[src/rtl/fpu_pkg.sv]
// rtl/fpu_pkg.sv - shared FPU constants and write-back entry type
package fpu_pkg;

  localparam int FPU_DATA_W = 32;
  localparam int FPU_RA_W   = 4;

  typedef struct packed {
    logic                  valid;
    logic [FPU_RA_W-1:0]   wa;
    logic [FPU_DATA_W-1:0] data;
  } fpu_wb_entry_t;

endpackage

[src/rtl/wbq_hazard_cmp.sv]
// rtl/wbq_hazard_cmp.sv - DEPTH-way pending-destination comparator for one read address
module wbq_hazard_cmp
  import fpu_pkg::*;
#(
  parameter int DEPTH = 4,
  parameter int RA_W  = FPU_RA_W
) (
  input  logic [DEPTH-1:0]           ent_valid,
  input  logic [DEPTH-1:0][RA_W-1:0] ent_wa,
  input  logic                       push_in,
  input  logic [RA_W-1:0]            push_wa,
  input  logic [RA_W-1:0]            ra,
  output logic                       hit
);

  // A read is hazardous if any queued entry or the result arriving this cycle targets it
  always_comb begin
    hit = push_in & (push_wa == ra);
    for (int i = 0; i < DEPTH; i++) begin
      if (ent_valid[i] && (ent_wa[i] == ra)) begin
        hit = 1'b1;
      end
    end
  end

endmodule

[src/rtl/fpu_wb_queue.sv]
// rtl/fpu_wb_queue.sv - in-order FPU write-back queue with decode hazard reporting (optional FPU_WBQ_BYPASS_EN)
module fpu_wb_queue
  import fpu_pkg::*;
#(
  parameter int DEPTH  = 4,
  parameter int DATA_W = FPU_DATA_W,
  parameter int RA_W   = FPU_RA_W
) (
  input  logic                       CLK,
  input  logic                       Reset,
  input  logic                       PushIn,
  input  logic [DATA_W-1:0]          PushData,
  input  logic [RA_W-1:0]            PushWA3,
  input  logic                       WBPortFree,
  input  logic [RA_W-1:0]            RA1,
  input  logic [RA_W-1:0]            RA2,
  output logic                       WE,
  output logic [RA_W-1:0]            WA,
  output logic [DATA_W-1:0]          WD,
  output logic                       Full,
  output logic                       Empty,
  output logic [$clog2(DEPTH):0]     Count,
  output logic                       Hazard1,
  output logic                       Hazard2,
  output logic                       Overflow
);

  localparam int PTR_W = $clog2(DEPTH);
  localparam int CNT_W = PTR_W + 1;
  localparam logic [CNT_W-1:0] DEPTH_C = CNT_W'(DEPTH);

  logic [DEPTH-1:0]           ent_valid;
  logic [DEPTH-1:0][RA_W-1:0] ent_wa;
  logic [DATA_W-1:0]          ent_data [DEPTH];
  logic [PTR_W-1:0]           rd_ptr;
  logic [PTR_W-1:0]           wr_ptr;
  logic [CNT_W-1:0]           count_q;
  logic                       overflow_q;

  logic pop;
  logic push;
  logic drop;
  logic bypass;

  // Queue control: pop when the port is free, push when there is room (a pop frees a slot this cycle)
  always_comb begin
    Empty = (count_q == '0);
    Full  = (count_q == DEPTH_C);
    pop   = !Empty & WBPortFree;
`ifdef FPU_WBQ_BYPASS_EN
    bypass = Empty & PushIn & WBPortFree;
`else
    bypass = 1'b0;
`endif
    push  = PushIn & (!Full | pop) & !bypass;
    drop  = PushIn & Full & !pop;
  end

  // Register-file write port: head entry, or the incoming result when bypassing; zero when idle
  always_comb begin
    WE = pop | bypass;
    WA = '0;
    WD = '0;
    if (pop) begin
      WA = ent_wa[rd_ptr];
      WD = ent_data[rd_ptr];
    end else if (bypass) begin
      WA = PushWA3;
      WD = PushData;
    end
  end

  // Pointers, valid bits, count and sticky overflow; a same-slot push after pop leaves the slot valid
  always_ff @(posedge CLK) begin
    if (Reset) begin
      rd_ptr     <= '0;
      wr_ptr     <= '0;
      count_q    <= '0;
      ent_valid  <= '0;
      ent_wa     <= '0;
      overflow_q <= 1'b0;
    end else begin
      if (pop) begin
        ent_valid[rd_ptr] <= 1'b0;
        rd_ptr            <= rd_ptr + 1'b1;
      end
      if (push) begin
        ent_valid[wr_ptr] <= 1'b1;
        ent_wa[wr_ptr]    <= PushWA3;
        wr_ptr            <= wr_ptr + 1'b1;
      end
      case ({push, pop})
        2'b10:   count_q <= count_q + 1'b1;
        2'b01:   count_q <= count_q - 1'b1;
        default: count_q <= count_q;
      endcase
      if (drop) begin
        overflow_q <= 1'b1;
      end
    end
  end

  // Result data storage; only read while its valid bit is set, so it needs no reset
  always_ff @(posedge CLK) begin
    if (!Reset && push) begin
      ent_data[wr_ptr] <= PushData;
    end
  end

  assign Count    = count_q;
  assign Overflow = overflow_q;

  wbq_hazard_cmp #(.DEPTH(DEPTH), .RA_W(RA_W)) u_haz1 (
    .ent_valid (ent_valid),
    .ent_wa    (ent_wa),
    .push_in   (PushIn),
    .push_wa   (PushWA3),
    .ra        (RA1),
    .hit       (Hazard1)
  );

  wbq_hazard_cmp #(.DEPTH(DEPTH), .RA_W(RA_W)) u_haz2 (
    .ent_valid (ent_valid),
    .ent_wa    (ent_wa),
    .push_in   (PushIn),
    .push_wa   (PushWA3),
    .ra        (RA2),
    .hit       (Hazard2)
  );

endmodule

[config.mk]
export PLATFORM = sky130hd
export DESIGN_NAME = fpu_wb_queue
export DESIGN_NICKNAME = d
export VERILOG_FILES = /design/src/rtl/fpu_pkg.sv /design/src/rtl/wbq_hazard_cmp.sv /design/src/rtl/fpu_wb_queue.sv
export SDC_FILE = /design/constraint.sdc
export NUM_CORES = 1
export LEC_CHECK = 0
export CORE_MARGIN = 10
export CORE_UTILIZATION = 50
export DETAILED_ROUTE_END_ITERATION = 10
export PLACE_DENSITY_LB_ADDON = 0.15
export SLEW_MARGIN = 0
export SYNTH_ARGS = -nofsm -noshare
export SYNTH_HDL_FRONTEND = slang
export SYNTH_SLANG_ARGS = --single-unit
[constraint.sdc]
create_clock -name CLK -period 4.1 [get_ports CLK]
set_input_delay 1.23 -clock CLK [delete_from_list [all_inputs] [get_ports CLK]]
set_output_delay 1.23 -clock CLK [all_outputs]
set_load 0.02 [all_outputs]
# Word level (Yosys, flattened, before mapping)

Memory sizes are Yosys's and may differ from the RTL's. A register that Yosys moved wholly into a read port is not among the register bits.
Index checks and enable logic that the tools add are counted.
Widths: inputs -> output; s select.

Register bits: 28
Bits in writable memories: 128
Input port bits: 48
Output and inout bits: 45
Word-level logic and storage cells: 85
Memories: 1

Memory list:

| memory   | depth | width | rd ports | clocked after memory_dff | write ports | RTL line           | text |
|---|---|---|---|---|---|---|---|
| ent_data | 4     | 32    | 1        | 1                        | 1           | fpu_wb_queue.sv:34 | `logic [DATA_W-1:0] ent_data [DEPTH];` |

Add/sub/neg operators: 4
$lt $le $gt $ge: 4
Eq/ne operators: 13
Mux-type cells: 27
Bitwise operators: 10
Reductions and logical operators: 17

Operator list:

| cell                | number |
|---|---|
| $eq 4x4->1          | 10 |
| $mux 32             | 1 |
| $mux 4              | 6 |
| $bwmux 16           | 1 |
| $mux 1              | 12 |
| $logic_and 1x1->1   | 11 |
| $bmux 4 s2          | 1 |
| $demux 4 s2         | 1 |
| $and 1x1->1         | 6 |
| $lt 2x3->1 const B  | 2 |
| $pmux 3 s2          | 1 |
| $add 2x1->2 const B | 2 |
| $and 4x4->4         | 1 |
| $demux 1 s2         | 2 |
| $ge 2x1->1 const B  | 2 |
| $logic_not 1->1     | 4 |
| $mux 2              | 2 |
| $not 4->4           | 1 |
| $or 4x4->4          | 1 |
| $add 3x1->3 const B | 1 |
| $eq 3x3->1 const B  | 1 |
| $logic_not 3->1     | 1 |
| $sub 3x1->3 const B | 1 |
| $eq 2x1->1 const B  | 1 |
| other kinds (3)     | 3 |

# Depth between registers and ports, before layout

Gate-level depths: netlist of the first run.

Word-level depth: 10
Depth in mapped cells: 7
Gate-level depth less buffers: 7

# Cells and area by module

From an unflattened synthesis of the first run, not the netlist that was laid out.

Cells, all modules: 423
Area, all modules: 6822.8 µm²

Modules (own cells, without submodules):

| module         | times used | cells each | area each (µm²) | sequential area each (µm²) |
|---|---|---|---|---|
| fpu_wb_queue   | 1          | 353        | 6259.8          | 4444.3 |
| wbq_hazard_cmp | 2          | 35         | 281.5           | 0.0 |

# Worst setup path after synthesis of the first run

OpenSTA, ideal clock, no wires.

Path type: input to register
Start: input PushIn
End: memory ent_data[3][0] in the netlist's numbering, enable pin
Library setup time: 0.421 ns
Data arrival time: 3.153 ns
Data required time: 3.679 ns
Slack: 0.526 ns
Stages on the path: 5
Buffers on the path: 1
Cells stage by stage: inv_1 > a31oi_4 > buf_6 > nand2_2 > nor2_1

Word-level cells in the longest chain between the ends: 4

Ends and longest elaborated chain:

| what                         | RTL line            | text |
|---|---|---|
| start: declaration           | fpu_wb_queue.sv:11  | `input logic PushIn,` |
| $and 1x1->1                  | fpu_wb_queue.sv:55  | `push = PushIn & (!Full \| pop) & !bypass;` |
| $logic_and 1x1->1            | fpu_wb_queue.sv:105 | `if (!Reset && push) begin` |
| $mux 1                       | fpu_wb_queue.sv:105 |  |
| $mux 1 (not written as such) | fpu_wb_queue.sv:106 | `ent_data[wr_ptr] <= PushData;` |
| end: declaration             | fpu_wb_queue.sv:34  |  |

Every way passes these cells.

# Worst setup path in the final report of the first run

Start: input WBPortFree
End: output WE

Word-level cells in the longest chain between the ends: 1

Ends and longest elaborated chain:

| what               | RTL line           | text |
|---|---|---|
| start: declaration | fpu_wb_queue.sv:14 | `input logic WBPortFree,` |
| $and 1x1->1        | fpu_wb_queue.sv:49 | `pop = !Empty & WBPortFree;` |
| end: declaration   | fpu_wb_queue.sv:17 | `output logic WE,` |

Every way passes these cells.

==> results of run 1 <==
[worst max path at each step]
stage                                           to  slack (ns)  cells past startpoint
after floorplan           ent_data[3][0]$_DFFE_PP_        0.53                      5
after global placement                     Hazard1       -0.25                      6
after detailed placement                   Hazard1       -0.26                      6
after CTS                                  Hazard1        0.02                      6
after global routing                            WE       0.008                      4
final                                           WE        0.06                      4
[cells by family after synthesis]
kind of cell	Yosys count	share of synthesized area [%]
flops	158	65.4
fa+ha+maj	9	1.77
simple gates	119	8.95
xor+xnor	43	5.54
compound gates	37	3.67
mux	37	12.1
buf+inv	39	2.56
[worst min-delay path, cell delays in order, from the launching register on]
cell and delay, ns:
dfxtp_1 0.33, a31oi_1 0.04, nor2_1 0.07
[report_power, final]
part / total [mW] / switching [mW] / internal [mW]
sequential: 1.88 / 0.0688 / 1.81
combinational: 0.933 / 0.463 / 0.470
clock: 1.57 / 0.579 / 0.988
total: 4.38 / 1.11 / 3.27
[area by class of cell]
cell class                      instances  share of cell area [%]
Clock inverter                         10                    1.56
Inverter                                9                   0.390
Timing Repair Buffer                  118                    13.3
Clock buffer                           22                    5.36
Tap cell                              176                    2.54
Sequential cell                       158                    51.3
Multi-Input combinational cell        245                    25.5
[per-stage QoR]
| stage | TNS (ns) | utilization [%] |
|---|---|---|
| after detailed placement | -4.07 | 60.9 |
| final | 0 | 65.2 |
| after global routing | 0 | 65.2 |
| after global placement | -3.84 | 60.9 |
| after floorplan | 0 | - |
| after CTS | 0 | 65.1 |
[repair_timing]
item,CTS,global route
resized for setup,40,5
pin swaps,0,0
buffers inserted,1,0
hold endpoints to repair,0,0
setup endpoints to repair,38,2
[registers in the layout (all words and copies together) (netlist names), named ones only]
signal     count
Count          3
Overflow       1
ent_data     128
ent_valid      4
ent_wa        16
rd_ptr         2
wr_ptr         2
[layer usage]
layer | vias up | routed length [um]
li1 | 1861 | -
met1 | 1994 | 6180
met2 | 115 | 6810
met3 | 16 | 951
met4 | 0 | 203
met5 | - | 0
[synthesized netlist by cell type (all sizes together)]
master,instances
nor2b,31
o311ai,1
a2111oi,1
nand2b,2
and2,1
xnor2,15
o211ai,1
nand2,36
ha,8
and2b,6
dfxtp,30
o22ai,1
a21oi,22
buf,11
a21boi,1
a211oi,2
nor4,4
edfxtp,128
nor2,12
clkbuf,19
fa,1
xor2,28
a31oi,7
inv,9
nand3b,1
nor3,6
mux2i,1
mux4,36
o31ai,1
nand3,20
==> impl_metrics.env, run 1 <==
export IMPL_outcome="finished, final reports clean"
export IMPL_ctsRootBufferMaster="clkbuf_16"
export IMPL_cts_tree="done"
export IMPL_finalPower_mw=4.38
export IMPL_final_common_cell="edfxtp_1"
export IMPL_critPathLaunch="WBPortFree"
export IMPL_dr_pass1_iters=6
export IMPL_use_met3_pct=4.69
export IMPL_setup_viol=0
export IMPL_seqCellArea_um2=4450
export IMPL_gr_usage_met2_pct=25.1
export IMPL_multi_input_area_um2=2210
export IMPL_fin_skew_ns=0.00566
export IMPL_routed_wl_mm=14.2
export IMPL_busiest_layer="met2"
export IMPL_num_vias=3986
export IMPL_nets=606
export IMPL_synth_nets=499
export IMPL_syn_avg_cell_area_um2=15.4
export IMPL_synthCells=442
export IMPL_hold_ws_ns=0.466
export IMPL_leakagePower_nw=3.09
export IMPL_synth_largest_area_cell="edfxtp_1"
export IMPL_finalMaxSlewViolations=0
export IMPL_cp_num_buf_inv=3
export IMPL_grt_util_met1_pct=20.0
export IMPL_cts_num_sinks=158
export IMPL_drive_gt1_share_pct=18.7
export IMPL_r2r_end="Count[1]$_SDFFE_PP0P_"
export IMPL_cpMaxStageDelayCell="clkdlybuf4s50_1"
export IMPL_slowest_delay_ns=0.63
export IMPL_r2r_start="Count[2]$_SDFFE_PP0P_"
export IMPL_syn2layout_area_growth_pct=27.5
export IMPL_grt_usage_pct=15.7
export IMPL_pin_count=93
export IMPL_place_port_buffers=92
export IMPL_synth_distinct_cells=36
export IMPL_clkTransAtPathRegs_ns=0.06
export IMPL_hold_violations=0
export IMPL_yosys_top_cells_area="edfxtp_1, mux4_2, dfxtp_1"
export IMPL_synth_yosys_seq_area_share_pct=65.4
export IMPL_gp_congestion=0.866
export IMPL_fin_ws_ns=0.0606
export IMPL_cts_made_buffers=17
export IMPL_cp_data_arrival_time_ns=2.81
export IMPL_antenna_left=0
export IMPL_grt_pass1_wl_mm=22.4
export IMPL_cts_hold_buf=0
export IMPL_antenna_found_initial=0
export IMPL_grt_pass1_vias=4181
export IMPL_grt_max_degree=33
export IMPL_num_antenna_cells=0
export IMPL_fmax_mhz=248
export IMPL_critPathCaptureType="output port"
export IMPL_holdPathEnd="Overflow$_SDFFE_PP0P_"
export IMPL_cpMostUsedCell="clkdlybuf4s50_1"
export IMPL_wire_per_inst_um=19.2
export IMPL_drt_iter0_drc=250
export IMPL_num_rows=42
export IMPL_rr_worst_depth=6
export IMPL_period_share_pct=98.5
export IMPL_die_area_um2=18600
export IMPL_syn_area_um2=6790
export IMPL_final_cell_mix="edfxtp_1, clkdlybuf4s50_1, dlygate4sd2_1, mux4_2, nand2_1"
export IMPL_place_hpwl_mm=9.72
export IMPL_fin_area_um2=8660
export IMPL_place_area_um2=8100
export IMPL_rsz0062_at_grt="false"
export IMPL_final_cells=738
export IMPL_min_from="Overflow$_SDFFE_PP0P_"
export IMPL_final_min_clock_period_ns=4.04
export IMPL_yosys_register_bits=158
export IMPL_core_um2=13300
export IMPL_required_ns=2.87
export IMPL_pre_cts_slack_ns=-0.262
export IMPL_avgViaCountPerCell=5.40
export IMPL_crit_fanout=14
export IMPL_fillers=934
export IMPL_die_h_um=137
export IMPL_cp_top_family="buffers and inverters"
export IMPL_yosysTopAreaCellShare_pct=56.6
export IMPL_chipWidth_um=137
export IMPL_insertion_delay_ns=0.42
export IMPL_yosys_warnings=0
export IMPL_drv_cap=0
export IMPL_critPathLaunchType="primary input"
export IMPL_power_density_nw_per_um2=506
export IMPL_gr_total_overflow=0
export IMPL_clk_path_buf_depth=2
export IMPL_dp_cells=705
export IMPL_tightest_slew_ns=0.964
export IMPL_cts_max_level=4
export IMPL_worst_setup_path_type="primary input to output port"
export IMPL_hold_class="flip-flop to flip-flop"
export IMPL_maxSlewHeadroom_pct=35.7
export IMPL_min_path_cells=2
export IMPL_rrSetupSlack_ns=1.48
export IMPL_crit_chain="clkdlybuf4s50_1 > o31ai_4 > inv_1 > clkdlybuf4s50_1"
export IMPL_drcViolationCount=0
export IMPL_ir_drop_mv=0.336
export IMPL_initial_core_util_pct=51.1
Power figures use the tool's default switching activity.
==> run 2: changes to the inputs <==
--- a/config.mk
+++ b/config.mk
@@ -5,8 +5,9 @@
 export SDC_FILE = /design/constraint.sdc
 export NUM_CORES = 1
 export LEC_CHECK = 0
+export ABC_AREA = 1
 export CORE_MARGIN = 10
-export CORE_UTILIZATION = 50
+export CORE_UTILIZATION = 55
 export DETAILED_ROUTE_END_ITERATION = 10
 export PLACE_DENSITY_LB_ADDON = 0.15
 export SLEW_MARGIN = 0
==> run 2 against run 1 <==
Net effect:
- non-clock buffer count is 4 higher
- wire length rose by 31%
- critical path depth rose by 1
- first-iteration DRC count grew to 2.6 times the previous value
- setup slack got worse by 0.012 ns
- critical path type unchanged
- sequential share of layout area shrank 2.1 points
- clock skew rose by 0.0056 ns
- total power is 3.8% higher
- clock power up 4%
- count of clock-buffer cells in the layout decreased by 5
- core utilization is 6.4 points higher
- critical endpoint is now WD[1]
==> impl_metrics.env, run 2 <==
export IMPL_outcome="finished, final reports clean"
export IMPL_grt_usage_pct=20.8
export IMPL_synth_edff_count=128
export IMPL_chipWidth_um=134
export IMPL_nets=908
export IMPL_yosys_top_cells_area="edfxtp_1, nor2_1, dfxtp_1"
export IMPL_cts_tree="done"
export IMPL_final_cell_mix="nor2_1, edfxtp_1, nand2_1, o21ai_0, clkdlybuf4s50_1"
export IMPL_syn_avg_cell_area_um2=9.59
export IMPL_fin_skew_ns=0.0113
export IMPL_num_vias=5571
export IMPL_synth_largest_area_cell="edfxtp_1"
export IMPL_cts_setup_buffers=0
export IMPL_dr_pass1_iters=5
export IMPL_place_port_buffers=92
export IMPL_clk_path_buf_depth=2
export IMPL_num_rows=41
export IMPL_grt_pass1_wl_mm=29.3
export IMPL_tightest_slew_ns=0.732
export IMPL_hold_violations=0
export IMPL_synth_top_cells_by_count="nor2_1, edfxtp_1, nand2_1"
export IMPL_cpMaxStageDelayCell="clkdlybuf4s50_1"
export IMPL_required_ns=2.87
export IMPL_antenna_found_initial=0
export IMPL_synthMostInstantiatedCell="nor2_1"
export IMPL_cts_hold_buf=0
export IMPL_synth_top_flop_cell="edfxtp_1"
export IMPL_critPathLaunchType="primary input"
export IMPL_insertion_delay_ns=0.43
export IMPL_regMostFlops="ent_data"
export IMPL_synth_yosys_seq_area_share_pct=62.5
export IMPL_syn2layout_area_growth_pct=27.0
export IMPL_period_share_pct=98.8
export IMPL_place_hpwl_mm=12.3
export IMPL_cts_made_buffers=17
export IMPL_cpMostUsedCell="clkdlybuf4s50_1"
export IMPL_rsz0062_at_grt="false"
export IMPL_grt_pass1_vias=5524
export IMPL_slowest_delay_ns=0.64
export IMPL_cp_data_arrival_time_ns=2.82
export IMPL_pin_count=93
export IMPL_synth_distinct_cells=29
export IMPL_ir_drop_mv=0.348
export IMPL_cts_max_level=4
export IMPL_clkTransAtPathRegs_ns=0.06
export IMPL_gp_congestion=0.983
export IMPL_wire_per_inst_um=17.9
export IMPL_drive_gt1_share_pct=9.38
export IMPL_die_area_um2=17900
export IMPL_ys_async_sr_fraction_pct=0
export IMPL_finalMaxSlewViolations=0
export IMPL_reg_top3="ent_data x128, ent_wa x16, ent_valid x4"
export IMPL_initial_core_util_pct=56.3
export IMPL_crit_chain="clkdlybuf4s50_1 > nand2_2 > buf_12 > a21oi_1 > clkdlybuf4s50_1"
export IMPL_synthCells=741
export IMPL_fmax_mhz=247
export IMPL_drt_iter0_drc=638
export IMPL_ctsRootBufferMaster="clkbuf_16"
export IMPL_yosysTopAreaCellShare_pct=54.1
export IMPL_routed_wl_mm=18.5
export IMPL_setup_viol=0
export IMPL_hold_ws_ns=0.477
export IMPL_gr_total_overflow=0
export IMPL_hold_class="flip-flop to flip-flop"
export IMPL_largest_register_ffs=128
export IMPL_syn_area_um2=7110
export IMPL_cts_num_sinks=158
export IMPL_post_route_util_pct=71.5
export IMPL_final_common_cell="nor2_1"
export IMPL_yosys_warnings=0
export IMPL_avgViaCountPerCell=5.38
export IMPL_grt_max_degree=65
export IMPL_antenna_left=0
export IMPL_finalPower_mw=4.55
export IMPL_yosys_register_bits=158
export IMPL_num_antenna_cells=0
export IMPL_crit_fanout=20
export IMPL_die_h_um=134
export IMPL_core_um2=12600
export IMPL_leakagePower_nw=3.66
export IMPL_worst_setup_path_type="primary input to output port"
export IMPL_synth_nets=798
export IMPL_critPathCaptureType="output port"
export IMPL_power_density_nw_per_um2=504
export IMPL_drcViolationCount=0
export IMPL_maxSlewHeadroom_pct=51.1
export IMPL_drv_cap=0
export IMPL_final_min_clock_period_ns=4.05
## run 2: changes by cell type after synthesis, sizes merged, moves of 13 or more
cell	previous run	this run
xor2	28	0
o21ai	0	91
clkbuf	19	6
nor2b	31	0
mux4	36	0
nor2	12	178
nand2	36	112
buf	11	25
inv	9	67
a21oi	22	62
## run 2: path summary, 6_finish.rpt
| check | start | to | slack (ns) | depth (start not counted) |
|---|---|---|---|---|
| hold reg to reg | ent_valid[1]$_SDFF_PP0_ | ent_valid[1]$_SDFF_PP0_ | 0.48 | 2 |
| setup reg to reg | Count[2]$_SDFFE_PP0P_ | Count[2]$_SDFFE_PP0P_ | 2.04 | 12 |
| setup / recovery | WBPortFree | WD[1] | 0.05 | 5 |
| hold / removal | ent_valid[1]$_SDFF_PP0_ | ent_valid[1]$_SDFF_PP0_ | 0.48 | 2 |
## run 2: through the flow
stage          worst slack, ns  std cells  TNS (ns)  instance area (um^2)
3_5_place_dp            -0.218       1004    -0.463                  8390
5_1_grt               0.000407       1036         0                  9030
6_report                0.0484       1036         0                  9030
2_1_floorplan            0.730        741         0                  7110
4_1_cts                0.00111       1036         0                  9000
3_3_place_gp            -0.203       1004    -0.418                  8390
## run 2: cells by family after synthesis
| group | synth area share, % |
|---|---|
| AND/OR/NAND/NOR | 17.7 |
| adder cells (fa/ha/maj) | 1.69 |
| buffers and inverters | 5.98 |
| XOR/XNOR | 0.862 |
| flip-flops | 62.5 |
| AO/OA/AOI/OAI | 11.3 |
## run 2: cell type report
cell class / instances / area, um^2
tap: 172 / 215
clock inverter: 15 / 195
inverter: 68 / 260
sequential: 158 / 4450
fill: 937 / 3590
multi-input combinational: 484 / 2270
clock buffer: 17 / 425
timing repair buffer: 122 / 1210
## run 2: worst max-delay path: cells and delay by family
family,cells,cell delay (ns)
AOI/OAI and AO/OA,1,0.13
buffers and inverters,3,1.34
and+or+nand+nor,1,0.12
## run 2: repair_timing
| action | 4_1_cts | 5_1_grt |
|---|---|---|
| pin swaps | 0 | 0 |
| gates resized for setup | 8 | 15 |
| endpoints found under the setup margin | 8 | 12 |
## run 2: where the power goes
part / switching, mW / total (mW) / internal [mW]
sequential: 0.0556 / 1.86 / 1.81
clock: 0.694 / 1.63 / 0.932
combinational: 0.656 / 1.06 / 0.404
total: 1.41 / 4.55 / 3.14
## run 2: routing by layer
layer	GRT usage [%]	vias to the layer above	wire, um
li1	-	2689	-
met1	25.9	2653	7880
met2	34.7	212	9220
met3	4.96	17	1250
met4	6.59	0	187
met5	0	-	0
==> run 3: changes to the inputs <==
--- a/config.mk
+++ b/config.mk
@@ -5,9 +5,10 @@
 export SDC_FILE = /design/constraint.sdc
 export NUM_CORES = 1
 export LEC_CHECK = 0
-export ABC_AREA = 1
-export CORE_MARGIN = 10
-export CORE_UTILIZATION = 55
+export CELL_PAD_IN_SITES_DETAIL_PLACEMENT = 1
+export CELL_PAD_IN_SITES_GLOBAL_PLACEMENT = 1
+export CORE_MARGIN = 2
+export CORE_UTILIZATION = 46
 export DETAILED_ROUTE_END_ITERATION = 10
 export PLACE_DENSITY_LB_ADDON = 0.15
 export SLEW_MARGIN = 0
==> run 3 against run 2 <==
Net effect:
- largest power group unchanged
- critical endpoint is now WD[8]
- maximum frequency grew 0.64%
- count of clock-buffer cells in the layout is the same
- highest routed layer unchanged
- critical path depth is the same
==> impl_metrics.env, run 3 (synthesized netlist as in run 1, its figures left out) <==
export IMPL_wire_per_inst_um=21.3
export IMPL_final_min_clock_period_ns=4.03
export IMPL_critPathCaptureType="output port"
export IMPL_hold_class="flip-flop to flip-flop"
export IMPL_final_cells=745
export IMPL_power_density_nw_per_um2=510
export IMPL_chipWidth_um=126
export IMPL_finalMaxSlewViolations=0
export IMPL_regMostFlops="ent_data"
export IMPL_internal_power_mw=3.24
export IMPL_combPwrFrac_pct=21.2
export IMPL_hold_violations=0
export IMPL_p_switching_mw=1.20
export IMPL_cts_setup_buffers=0
export IMPL_drive_gt1_share_pct=19.3
export IMPL_maxSlewHeadroom_pct=46.9
export IMPL_ctsRootBufferMaster="clkbuf_16"
export IMPL_initial_core_util_pct=46.9
export IMPL_final_common_cell="edfxtp_1"
export IMPL_syn2layout_area_growth_pct=28.3
export IMPL_leakagePower_nw=3.32
export IMPL_gr_total_overflow=0
export IMPL_drv_cap=0
export IMPL_place_hpwl_mm=10.5
export IMPL_gp_congestion=0.862
export IMPL_num_vias=4045
export IMPL_num_rows=44
export IMPL_crit_fanout=13
export IMPL_critPathLaunch="WBPortFree"
export IMPL_drcViolationCount=0
export IMPL_switching_share_pct=27.0
export IMPL_clkTransAtPathRegs_ns=0.06
export IMPL_rr_worst_depth=7
export IMPL_final_cell_mix="edfxtp_1, clkdlybuf4s50_1, mux4_2, nand2_1, nor2b_1"
export IMPL_hold_ws_ns=0.487
export IMPL_fin_skew_ns=0.0106
export IMPL_ir_drop_mv=0.383
export IMPL_fmax_mhz=248
export IMPL_pin_count=93
export IMPL_num_antenna_cells=0
export IMPL_cts_tree="done"
export IMPL_dr_pass1_iters=4
export IMPL_setup_viol=0
export IMPL_worst_setup_path_type="primary input to output port"
export IMPL_power_frac_seq_pct=42.6
export IMPL_cp_data_arrival_time_ns=2.80
export IMPL_dp_cells=713
export IMPL_grt_usage_pct=21.3
export IMPL_tightest_slew_ns=0.794
export IMPL_die_h_um=126
export IMPL_min_path_cells=2
export IMPL_place_area_um2=8070
export IMPL_outcome="finished, final reports clean"
export IMPL_rsz0062_at_grt="false"
export IMPL_clk_path_buf_depth=2
export IMPL_die_area_um2=15800
export IMPL_p_clk_share_pct=36.2
export IMPL_grt_pass1_wl_mm=25.4
export IMPL_routed_wl_mm=15.9
export IMPL_min_from="Overflow$_SDFFE_PP0P_"
export IMPL_antenna_left=0
export IMPL_r2r_end="Count[1]$_SDFFE_PP0P_"
export IMPL_reg_top3="ent_data x128, ent_wa x16, ent_valid x4"
export IMPL_period_share_pct=98.2
export IMPL_rrSetupSlack_ns=1.81
export IMPL_cts_made_buffers=17
export IMPL_largest_register_ffs=128
export IMPL_fin_area_um2=8720
export IMPL_required_ns=2.87
export IMPL_holdPathEnd="Overflow$_SDFFE_PP0P_"
export IMPL_insertion_delay_ns=0.42
export IMPL_core_um2=14500
export IMPL_avgViaCountPerCell=5.43
export IMPL_cts_max_level=4
export IMPL_antenna_found_initial=0
export IMPL_fin_ws_ns=0.0742
export IMPL_place_port_buffers=92
export IMPL_drt_iter0_drc=252
export IMPL_cts_num_sinks=158
export IMPL_pre_cts_slack_ns=-0.266
export IMPL_nets=605
export IMPL_grt_max_degree=33
export IMPL_r2r_start="Count[2]$_SDFFE_PP0P_"
export IMPL_grt_pass1_vias=4481
export IMPL_critPathLaunchType="primary input"
[run 3: worst max path at each step]
stage / to / slack, ns / depth (start not counted)
finish: WD[8] / 0.07 / 5
global route: WD[2] / 0.005 / 5
CTS: WD[4] / 0.0008 / 5
detailed placement: Hazard2 / -0.27 / 6
global placement: Hazard1 / -0.21 / 6
floorplan: ent_data[3][0]$_DFFE_PP_ / 0.53 / 5
[run 3: worst max-delay path: stages]
cell and delay, ns:
clkdlybuf4s50_1 0.53, o31ai_4 0.10, buf_4 0.21, nor2b_1 0.12
clkdlybuf4s50_1 0.61
[run 3: final cells by class]
cell class / count / area, um^2
clock buffer: 17 / 425
clock inverter: 15 / 186
fill: 1341 / 5760
inverter: 9 / 33.8
multi-input combinational: 245 / 2210
sequential: 158 / 4450
tap: 184 / 230
timing repair buffer: 117 / 1180
[run 3: timing repair]
item / CTS / global route
hold buffers: 0 / 0
resized for setup: 18 / 27
setup endpoints to repair: 13 / 24
[run 3: per-stage QoR]
stage / util (%) / TNS [ns] / total power, mW
4_1_cts: 59.9 / 0 / 4.50
5_1_grt: 60.2 / 0 / 4.62
2_1_floorplan: - / 0 / 2.50
3_5_place_dp: 55.8 / -0.672 / 2.90
6_report: 60.2 / 0 / 4.44
3_3_place_gp: 55.8 / -0.567 / 2.87
[run 3: layer usage]
metal	wire length (um)	global-route usage (%)
met5	0	0
met4	95	4.18
met3	729	6.16
met2	7980	35.6
met1	7080	28.2
[run 3: power groups by stage]
stage | sequential [mW] | combinational, mW | clock, mW
floorplan | 1.90 | 0.601 | 0
detailed placement | 1.93 | 0.973 | 0
global placement | 1.92 | 0.948 | 0
finish | 1.89 | 0.943 | 1.61
CTS | 1.89 | 0.965 | 1.64
global route | 1.90 | 1.02 | 1.70
